File: src/rtl/cpu.sv
// Minimal 8-bit accumulator CPU: 6-bit address space, fixed 3-cycle
// fetch/decode/execute sequence against one shared external memory.
module cpu (
   input  logic       clk,
   input  logic       reset,
   output logic [5:0] adr_bus,
   output logic       rd_mem,
   output logic       wr_mem,
   input  logic [7:0] d_in,
   output logic [7:0] d_out
);

   localparam int unsigned DW = 8;
   localparam int unsigned AW = 6;

   localparam logic [1:0] OP_LDA = 2'b00;
   localparam logic [1:0] OP_ADD = 2'b01;
   localparam logic [1:0] OP_STA = 2'b10;
   localparam logic [1:0] OP_JMP = 2'b11;

   typedef enum logic [1:0] {
      FETCH   = 2'b00,
      DECODE  = 2'b01,
      EXECUTE = 2'b10
   } state_t;

   state_t        state, state_nxt;
   logic [AW-1:0] pc, pc_nxt;
   logic [DW-1:0] ir, ir_nxt;
   logic [DW-1:0] acc, acc_nxt;
   logic [1:0]    op;
   logic [AW-1:0] opnd;

   assign op    = ir[7:6];
   assign opnd  = ir[AW-1:0];
   assign d_out = acc;

   // State and architectural registers
   always_ff @(posedge clk or negedge reset) begin
      if (!reset) begin
         state <= FETCH;
         pc    <= '0;
         ir    <= '0;
         acc   <= '0;
      end else begin
         state <= state_nxt;
         pc    <= pc_nxt;
         ir    <= ir_nxt;
         acc   <= acc_nxt;
      end
   end

   // Next-state, register updates and memory strobes
   always_comb begin
      state_nxt = state;
      pc_nxt    = pc;
      ir_nxt    = ir;
      acc_nxt   = acc;
      adr_bus   = '0;
      rd_mem    = 1'b0;
      wr_mem    = 1'b0;

      case (state)
         FETCH: begin
            adr_bus   = pc;
            rd_mem    = 1'b1;
            ir_nxt    = d_in;
            pc_nxt    = pc + AW'(1);
            state_nxt = DECODE;
         end
         DECODE: begin
            adr_bus   = opnd;
            rd_mem    = (op == OP_LDA) || (op == OP_ADD);
            state_nxt = EXECUTE;
         end
         EXECUTE: begin
            adr_bus   = opnd;
            case (op)
               OP_LDA: begin
                  rd_mem  = 1'b1;
                  acc_nxt = d_in;
               end
               OP_ADD: begin
                  rd_mem  = 1'b1;
                  acc_nxt = DW'(acc + d_in);
               end
               OP_STA: wr_mem = 1'b1;
               OP_JMP: pc_nxt = opnd;
               default: ;
            endcase
            state_nxt = FETCH;
         end
         default: state_nxt = FETCH;
      endcase

      // Strobes and address are forced quiet while reset is held so an
      // interrupted store never completes.
      if (!reset) begin
         adr_bus = '0;
         rd_mem  = 1'b0;
         wr_mem  = 1'b0;
      end
   end

endmodule

File: config.mk
export PLATFORM = sky130hd
export DESIGN_NAME = cpu
export DESIGN_NICKNAME = d
export VERILOG_FILES = /design/src/rtl/cpu.sv
export SDC_FILE = /design/constraint.sdc
export NUM_CORES = 1
export LEC_CHECK = 0
export CAP_MARGIN = 20
export CORE_MARGIN = 2
export CORE_UTILIZATION = 45
export CTS_CLUSTER_DIAMETER = 80
export DETAILED_ROUTE_END_ITERATION = 10
export PLACE_DENSITY = 0.69
export SLEW_MARGIN = 5
export SYNTH_ARGS = -nofsm -noshare
export SYNTH_HDL_FRONTEND = slang
export SYNTH_SLANG_ARGS = --single-unit
File: constraint.sdc
create_clock -name clk -period 2.35 [get_ports clk]
set_input_delay 0.705 -clock clk [delete_from_list [all_inputs] [get_ports clk]]
set_output_delay 0.705 -clock clk [all_outputs]
set_load 0.01 [all_outputs]
# Word-level counts from Yosys, hierarchy flattened
# Cells that the tools add are included.
dict set report totals {
  inputBits 10
  reg_bits 24
}
dict set report op_classes {
  n_eq_ne 6
  mux 12
  n_reduce_logical 9
  n_addsub 2
}
# operator count
set ops {}
lappend ops {{$pmux 6 s2} 2}
lappend ops {{$pmux 8 s2} 1}
lappend ops {{$mux 6} 2}
lappend ops {{$add 8x8->8} 1}
lappend ops {{$add 6x1->6 const B} 1}
lappend ops {{$eq 2x2->1 const B} 3}
lappend ops {{$mux 1} 5}
lappend ops {{$eq 2x1->1 const B} 2}
lappend ops {{$logic_not 2->1} 2}
lappend ops {{$pmux 2 s2} 1}
lappend ops {{$reduce_and 2->1} 2}
lappend ops {{$reduce_bool 2->1} 2}
lappend ops {{$reduce_or 2->1} 2}
lappend ops {{$pmux 1 s3} 1}
lappend ops {{$ne 2x1->1 const B} 1}
lappend ops {{$logic_or 1x1->1} 1}

# Longest topological paths before layout
# Gate-level depths: netlist of the first run.
dict set report depth {
  ltp_word 5
  depth_mapped 8
}

# Worst setup path after synthesis of the first run
# Ideal clock, no wire load.
dict set report synth_timing {
  path_kind {register to output}
  from {register state[0]}
  to {output port rd_mem}
  required_time_ns 1.645
  arrival_time_ns 1.348
  path_slack_ns 0.297
  stages_incl_launch_ff 9
  n_path_buf 2
  cell_sequence {dfrtp_1 inv_1 ha_1 buf_2 buf_2 nor2_1 nor2_1 nor2_1 nor2_1}
}
dict set report synth_between {
  elab_chain_cells 3
  elab_cells_between_ends 5
}
# element line
set synth_lines {}
lappend synth_lines {{from (decl)} 27} ;# state_t state, state_nxt;
lappend synth_lines {{from (signal assigned)} 46} ;# state <= state_nxt;
lappend synth_lines {{$eq 2x2->1, or another cell as far along} 63} ;# case (state)
lappend synth_lines {{$pmux 1 s3 *} 63}
lappend synth_lines {{$mux 1 *} 98} ;# if (!reset) begin
lappend synth_lines {{to (decl)} 7} ;# output logic rd_mem,
# Mark *: on every way between the ends. The rest lies on a longest branch, timed or not.

# Worst setup path in the final report of the first run
dict set report layout_timing {
  from {input port reset}
  to {output port wr_mem}
}
dict set report layout_between {
  elab_chain_cells 1
}
# element line
set layout_lines {}
lappend layout_lines {{from (decl)} 5} ;# input logic reset,
lappend layout_lines {{$mux 1} 98}
lappend layout_lines {{to (decl)} 8} ;# output logic wr_mem,
# Every way passes these cells.

==> results of run 1 <==
worst max path at each step:
stage | from | slack, ns | cells after the start | endpoint
floorplan | state[0] | 0.30 | 8 | rd_mem
global placement | reset | -0.50 | 4 | adr_bus[0]
detailed placement | reset | -0.50 | 4 | adr_bus[0]
CTS | state[1] | 0.002 | 8 | rd_mem
global route | state[1] | 0.009 | 8 | rd_mem
finish | reset | 0.12 | 3 | wr_mem
through the flow:
step / setup WS, ns / std cells / TNS, ns / hold slack [ns] / cell area [µm²]
after floorplan: 0.297 / 169 / 0 / 0.409 / 1600
after global placement: -0.504 / 254 / -4.32 / 0.491 / 2020
after detailed placement: -0.505 / 254 / -4.59 / 0.510 / 2020
after CTS: 0.00219 / 259 / 0 / 0.519 / 2070
after global routing: 0.00879 / 259 / 0 / 0.512 / 2050
final: 0.117 / 259 / 0 / 0.540 / 2050
worst max-delay path, cell delays in order:
cell             delay, ns
clkdlybuf4s15_1       0.31
and4b_1               0.24
dlygate4sd2_1         0.28
logic make-up (layout without fill, tap and decap cells):
kind of cell             after synthesis  in the layout  share of synthesized area
multiplexers                          17             17                      0.114
adder cells (fa/ha/maj)               15             15                      0.122
buffers and inverters                 12             56                     0.0360
AND/OR/NAND/NOR                       54             54                      0.171
AO/OA/AOI/OAI                         44             44                      0.165
flip-flops                            24             24                      0.376
XOR/XNOR                               3              3                     0.0164
synthesized netlist by cell type, drive strengths merged, types with 2 or more instances:
cell type	number
dfrtp	24
o21ai	17
nor2	15
ha	14
nand2	14
a21oi	9
mux2	9
mux2i	8
a22oi	7
buf	6
inv	5
nor3b	4
a31oi	3
and3	3
nand2b	3
nand3	3
nand4	3
nor3	3
a21o	2
nor2b	2
xnor2	2
metal layers:
metal	wire length, µm	vias up	track usage
met2	1870	33	0.338
met1	1700	696	0.265
li1	-	699	-
met3	123	4	0.0321
met5	0	-	0
met4	29	0	0.0489
area by class of cell:
class / instances / area (µm²)
Inverter: 5 / 18.8
Clock buffer: 3 / 22.5
Sequential cell: 24 / 601
Timing Repair Buffer: 48 / 387
Fill cell: 318 / 1310
Multi-Input combinational cell: 133 / 965
Tap cell: 46 / 57.6
registers in the layout (all words and copies together) (netlist names):
register and cells:
d_out 8, ir 8, state 2, pc 6
report_power, final:
group	leakage [µW]	switching, µW	total [µW]	internal [µW]
registers	0.000283	91.0	583	492
logic	0.000645	252	544	292
clock network	0.0000138	124	184	59.9
total	0.000942	467	1310	844
repair_timing:
item,CTS,global route
pin swaps,0,2
setup endpoints to repair,8,9
resized for setup,15,17
setup buffers,2,0
==> flow_summary.yaml, run 1 <==
timing:
  rsz0062_at_grt: "false"
  setup_viol: 0
  worst_pin_slew_ns: 0.306
  period_needed_ns: 2.23
  period_share: 0.950
  skew_ns: 0.0117
  slew_viol_final: 0
  fmax_mhz: 448
  slew_headroom: 0.796
  finalHoldViolCount: 0
yosys:
  syn_nets: 194
  ys_ff_latch: 24
  synthCells: 169
  synth_top_cell_area_share: 0.376
  syn_area_um2: 1600
  synth.yosys.seq_area_share: 0.376
  synth_area_leader_cell: "dfrtp_1"
  synth.avg_cell_area_um2: 9.45
  async_flop_share: 1.00
  synth_area_leaders: "dfrtp_1, ha_1, mux2_2"
  ys_types: 37
  yosys_warnings: 0
  synth_edf_count: 0
  ys.flop_type: "dfrtp_1"
worst_setup_path:
  worstSetupEndpointType: "primary output"
  reg2reg_depth: 8
  start_kind: "input pin"
  worstSetupPathType: "input pin to primary output"
  rrSetupSlack_ns: 0.55
  worstPathMaxFanout: 4
  crit_required_ns: 1.64
  timing.rr.end: "d_out[6]"
  regToRegStartpoint: "d_out[0]"
  crit_arrival_ns: 1.53
status:
  status: "finished, final reports clean"
clock_tree:
  htreeDepth: 1
  cts_buffer_depth: 2
  tritoncts: "done"
  path_clk_slew_ns: 0.14
  worstSkewPairLatency_ns: 0.31
  clock_sinks: 24
  hold_buffers: 0
  cts.root.buffer_cell: "clkbuf_4"
  cts_buffers: 3
power_and_ir_drop:
  leakagePower_uw: 0.000942
  p_per_area_nw_per_um2: 639
  power_uw: 1310
  max-vdd-ir-drop_uv: 339
die:
  fp.dieH_um: 63.6
  num_rows: 21
  boundaryPins: 26
  core_um2: 3360
  fp.dieW_um: 63.6
  dieArea_um2: 4040
  initial_core_util: 0.475
routing:
  wl_mm: 3.72
  drt_iter0_drc: 81
  remaining_drc_errors: 0
  ant_nets: 0
  vias: 1432
  viasPerCell: 5.53
  drt-pass1-iter-count: 5
  wire_per_inst_um: 14.4
global_routing:
  grt_use_total: 0.200
  grt-ovfl-total: 0
  antenna_found_initial: 0
  grt_max_degree: 21
  grt_pass1_vias: 1383
  grt_pass1_wl_mm: 6.47
flow_run:
  cap_violations: 0
place:
  numPortBuffers: 25
  globalplace.congestion: 0.880
  hpwl_mm: 2.81
layout:
  diodes: 0
  final_cell_mix: "dfrtp_1, buf_4, o21ai_0, clkdlybuf4s50_1, nor2_1"
  fin_util: 0.610
  nets: 240
  drive_gt1_frac: 0.230
  final_common_cell: "dfrtp_1"
  synthToLayoutAreaGrowth_pct: 28.3
min_path:
  hold_class: "input pin to asynchronous set/reset pin"
Note: power is estimated with default switching activity, not from simulation.
==> run 2, diff against run 1 <==
Settings changed: CORE_UTILIZATION 45 to 50, PLACE_DENSITY 0.69 to 0.75.
==> run 2 against run 1 <==
Fmax down 2.0%; final cell count down 1.9%; largest cell class unchanged; register-to-register slack worse by 0.10 ns.
==> flow_summary.yaml, run 2 (same netlist as run 1, synthesis figures left out) <==
die:
  core_um2: 3050
  dieArea_um2: 3660
  fp.dieH_um: 60.5
  fp.dieW_um: 60.5
  num_rows: 20
  initial_core_util: 0.523
  boundaryPins: 26
timing:
  slew_headroom: 0.730
  period_share: 0.969
  skew_ns: 0.00508
  rsz0062_at_grt: "false"
  fmax_mhz: 439
  setup-tns-final_ns: 0
  period_needed_ns: 2.28
  slew_viol_final: 0
  finalHoldViolCount: 0
  worst_pin_slew_ns: 0.405
  setup_viol: 0
global_routing:
  grt_use_total: 0.234
  grt_pass1_vias: 1465
  grt-ovfl-total: 0
  grt_max_degree: 19
  antenna_found_initial: 0
  grt_pass1_wl_mm: 6.45
clock_tree:
  htreeDepth: 1
  cts.root.buffer_cell: "clkbuf_4"
  worstSkewPairLatency_ns: 0.31
  cts_buffers: 3
  clock_sinks: 24
  tritoncts: "done"
  hold_buffers: 0
  path_clk_slew_ns: 0.12
  cts_buffer_depth: 2
worst_setup_path:
  worstSetupEndpointType: "register"
  crit_arrival_ns: 2.48
  reg2reg_depth: 8
  crit_chain: "clkdlybuf4s50_1 > ha_2 > inv_1 > fa_2 > nor2b_1 > o31a_1 > o22ai_1 > mux2i_1 > nand2_1"
  start_kind: "input pin"
  cp_slowest_cell: "clkdlybuf4s50_1"
  worstSetupPathType: "input pin to register"
  slowest_delay_ns: 0.50
  worstPathMaxFanout: 2
  rrSetupSlack_ns: 0.45
  crit_required_ns: 2.56
status:
  status: "finished, final reports clean"
routing:
  viasPerCell: 5.67
  ant_nets: 0
  drt-pass1-iter-count: 4
  wl_mm: 3.82
  drt_iter0_drc: 65
  vias: 1441
  wire_per_inst_um: 15.0
  remaining_drc_errors: 0
layout:
  drive_gt1_frac: 0.229
  fin_cells: 254
  diodes: 0
  final_common_cell: "dfrtp_1"
  final_cell_mix: "dfrtp_1, buf_4, o21ai_0"
  fin_util: 0.666
  nets: 237
  synthToLayoutAreaGrowth_pct: 27.3
place:
  placedCellCount: 249
  globalplace.congestion: 0.858
  numPortBuffers: 25
  hpwl_mm: 2.83
power_and_ir_drop:
  power_uw: 1320
  leakagePower_uw: 0.000924
  p_per_area_nw_per_um2: 648
  max-vdd-ir-drop_uv: 405
min_path:
  hold_class: "register to register"
  min_path_cells: 2
flow_run:
  cap_violations: 0
-- run 2: cell types whose count changed in the layout (fill, tap and decap cells not counted) --
cell,delta
ha_1,-2
ha_2,+2
nor2b_2,-1
o21ai_1,-1
nor2b_1,+1
o21ai_0,+1
buf_4,-3
a22oi_1,-1
a22oi_2,+1
-- run 2: path summary, 6_finish.rpt --
path / startpoint / to
min in group asynchronous: reset / d_out[0]
max in group asynchronous: reset / ir[4]
worst max register to register: state[0] / d_out[7]
worst min register to register: d_out[2] / d_out[2]
worst max-delay path: d_in[0] / d_out[6]
worst min-delay path: d_out[2] / d_out[2]
-- run 2: repair_timing --
action                     in CTS  in global routing
gates cloned                    0                  0
setup endpoints to repair       8                  8
pin swaps                       0                  1
setup buffers                   2                  0
gates resized for setup        15                 18
-- run 2: per-layer routing --
layer | global-route usage | part of all wire
met1 | 0.316 | 0.44
met2 | 0.396 | 0.50
met3 | 0.0256 | 0.047
met4 | 0.0714 | 0.0037
met5 | 0 | 0
-- run 2: layout make-up --
class                   instances  area [µm²]
multi-input cells             133         972
fillers                       271        1020
well taps                      44        55.1
clock buffers                   3        22.5
flip-flops and latches         24         601
inverters                       5        18.8
repair buffers                 45         364
-- run 2: power breakdown --
part | internal (µW) | switching (µW) | leakage (µW) | total [µW]
clock | 59.8 | 120 | 0.0000138 | 179
combinational | 294 | 258 | 0.000627 | 552
sequential | 492 | 95.0 | 0.000283 | 587
-- run 2: metrics by stage --
stage / cell area, µm² / hold slack [ns] / setup slack, ns
final: 2030 / 0.524 / 0.0727
after global routing: 2030 / 0.539 / 0.0141
after CTS: 2050 / 0.532 / 0.00175
after detailed placement: 2000 / 0.500 / -0.489
after global placement: 2000 / 0.493 / -0.454
after floorplan: 1600 / 0.409 / 0.297
-- run 2: critical path, delay by kind of cell --
family	cells	cell delay, ns
AOI/OAI and AO/OA	2	0.31
adders and majority gates	2	0.53
buffers and inverters	2	0.55
muxes	1	0.16
and+or+nand+nor	2	0.22
==> patch: new RTL, flow settings as in run 2 <==
Register the input `d_in` before use, cleared by the reset. The logic sees it one clock later.
--- a/src/rtl/cpu.sv
+++ b/src/rtl/cpu.sv
@@ -25,2 +25,12 @@
    } state_t;
+
+   logic [7:0] d_q;
+
+   always_ff @(posedge clk or negedge reset) begin
+      if (!reset) begin
+         d_q <= '0;
+      end else begin
+         d_q <= d_in;
+      end
+   end
 
@@ -66,3 +76,3 @@
             rd_mem    = 1'b1;
-            ir_nxt    = d_in;
+            ir_nxt    = d_q;
             pc_nxt    = pc + AW'(1);
@@ -80,3 +90,3 @@
                   rd_mem  = 1'b1;
-                  acc_nxt = d_in;
+                  acc_nxt = d_q;
                end
@@ -84,3 +94,3 @@
                   rd_mem  = 1'b1;
-                  acc_nxt = DW'(acc + d_in);
+                  acc_nxt = DW'(acc + d_q);
                end
Formal check against the unedited RTL: not equivalent (a bounded check fails within 4 cycles, from zero or initial values and one cycle with reset low).
==> patch against run 2 <==
Total power up 25%. Area after synthesis is 13% higher. Final area is 11% higher. Cell count up 3.9%. Largest cell class unchanged. Critical path depth shrank 1. Maximum frequency down 1.1%. Sequential cell count grew 8. Routed wire length grew 12%. Sequential share of layout area grew 5.9 points. Worst setup slack worse by 25 ps. Via count increased by 7.2%.
==> patch: results (changes against run 2) <==
[drt]
wirelength_mm=4.26  ; +12%
wl_per_cell_um=16.1  ; +7.3%
dr.pass1.iters=4  ; unchanged
vias_per_cell=5.85  ; +3.2%
drtIter0Drc=157  ; +140%

[logic_synthesis]
syn_nets=205  ; +5.7%
seq_area_frac_synth_pct=44.4  ; +6.9 points
netlist.area_leader.share_pct=44.4  ; +6.9 points
synth_area_sq_um=1800  ; +13%
synth_area_leaders=dfrtp_1, ha_1, mux2_2
synth_xor_area_share_pct=0.972  ; -0.67 points
syn_area_per_cell_sq_um=10.0  ; +5.9%
synthAdderAreaFrac_pct=10.8  ; -1.4 points
synth-compound-area-share_pct=16.6  ; +0.074 points
synth_commonest_cells=dfrtp_1, nor2_1, ha_1
yosysUniqueCellTypes=39  ; +5.4%
synthMuxAreaShare_pct=10.1  ; -1.2 points

[power_and_ir_drop]
power_leakage_nw=1.03  ; +11%
ir_worst_vdd_v=0.000357  ; -12%

[status]
status=finished clean

[layout]
fin_area_sq_um=2260  ; +11%
n_fill_cell=277  ; +2.2%
drive_above_1_share_pct=21.6  ; -1.3 points

[placed_design]
gp_congestion=0.898  ; +4.6%
place_area_sq_um=2150  ; +7.7%
dpl.hpwl_mm=3.15  ; +11%
dp_cells=253  ; +1.6%

[sta]
max_slew_margin_pct=71.8  ; -1.2 points
final-hold-violation-count=0  ; unchanged

[global_route]
grt_use_total_pct=23.1  ; -0.28 points
grt_first_pass_wirelength_mm=7.28  ; +13%
grt_pass1_vias=1542  ; +5.3%

[setup_path]
rrSetupSlack_ps=330  ; -120 ps
worstPathArrival_ps=1600  ; -880 ps
critPathKind=reg -> out
path_max_fanout=3  ; +1

[clock_network]
clock_latency_ps=340  ; +30 ps
numCtsBuffers=5  ; +2

[floorplanning]
rows=21  ; +5.0%

[worst_hold_path]
hold_path_depth=2  ; unchanged
whs_endpoint=d_out[0]
min_from=d_out[0]

[patch: through the flow]
stage	setup WS (ps)	power, mW
4_1_cts	-86.6	1.66
6_report	47.4	1.65
3_3_place_gp	-516	1.20
2_1_floorplan	179	1.04
3_5_place_dp	-580	1.25
5_1_grt	-61.0	1.75
[patch: what timing repair did]
action,CTS,global route
setup endpoints to repair,8,6
setup buffers,2,1
pin swaps,2,5
resized for setup,19,18
[patch: logic make-up after synthesis]
kind of cell	count (synthesis)
AOI/OAI and AO/OA	48
muxes	17
DFF	32
and+or+nand+nor	51
adders and majority gates	15
xor gates and xnor gates	2
buffers and inverters	15
[patch: area by class of cell]
type / instances / area share [%]
clock buffer: 6 / 1.83
tap: 46 / 2.55
inverter: 6 / 0.996
sequential: 32 / 35.4
timing repair buffer: 39 / 14.4
multi-input combinational: 133 / 43.2
clock inverter: 2 / 1.55
[patch: worst max path at each step]
stage	slack, ps	endpoint
6_report	50	rd_mem
5_1_grt	-60	rd_mem
4_1_cts	-90	rd_mem
3_5_place_dp	-580	adr_bus[3]
3_3_place_gp	-520	rd_mem
2_1_floorplan	180	rd_mem
[patch: per-layer routing]
metal,vias to the layer above,routed length (um),share of wire [%],GRT usage (%)
li1,723,-,-,-
met1,744,1720,40,29.2
met2,66,2200,52,38.9
met3,12,247,5.8,5.63
met4,0,93,2.2,7.07
met5,-,0,0,0
[patch: critical path, stage by stage, from the launching register on]
cell and delay [ps]:
dfrtp_1 430, buf_6 130, buf_6 110, ha_4 150
nor2_2 70, nor2_1 50, nor2_1 130, nor2_1 70
buf_2 140
[patch: power by group]
group | switching, mW | internal [mW]
Sequential | 0.0996 | 0.635
Combinational | 0.240 | 0.259
Clock | 0.189 | 0.223
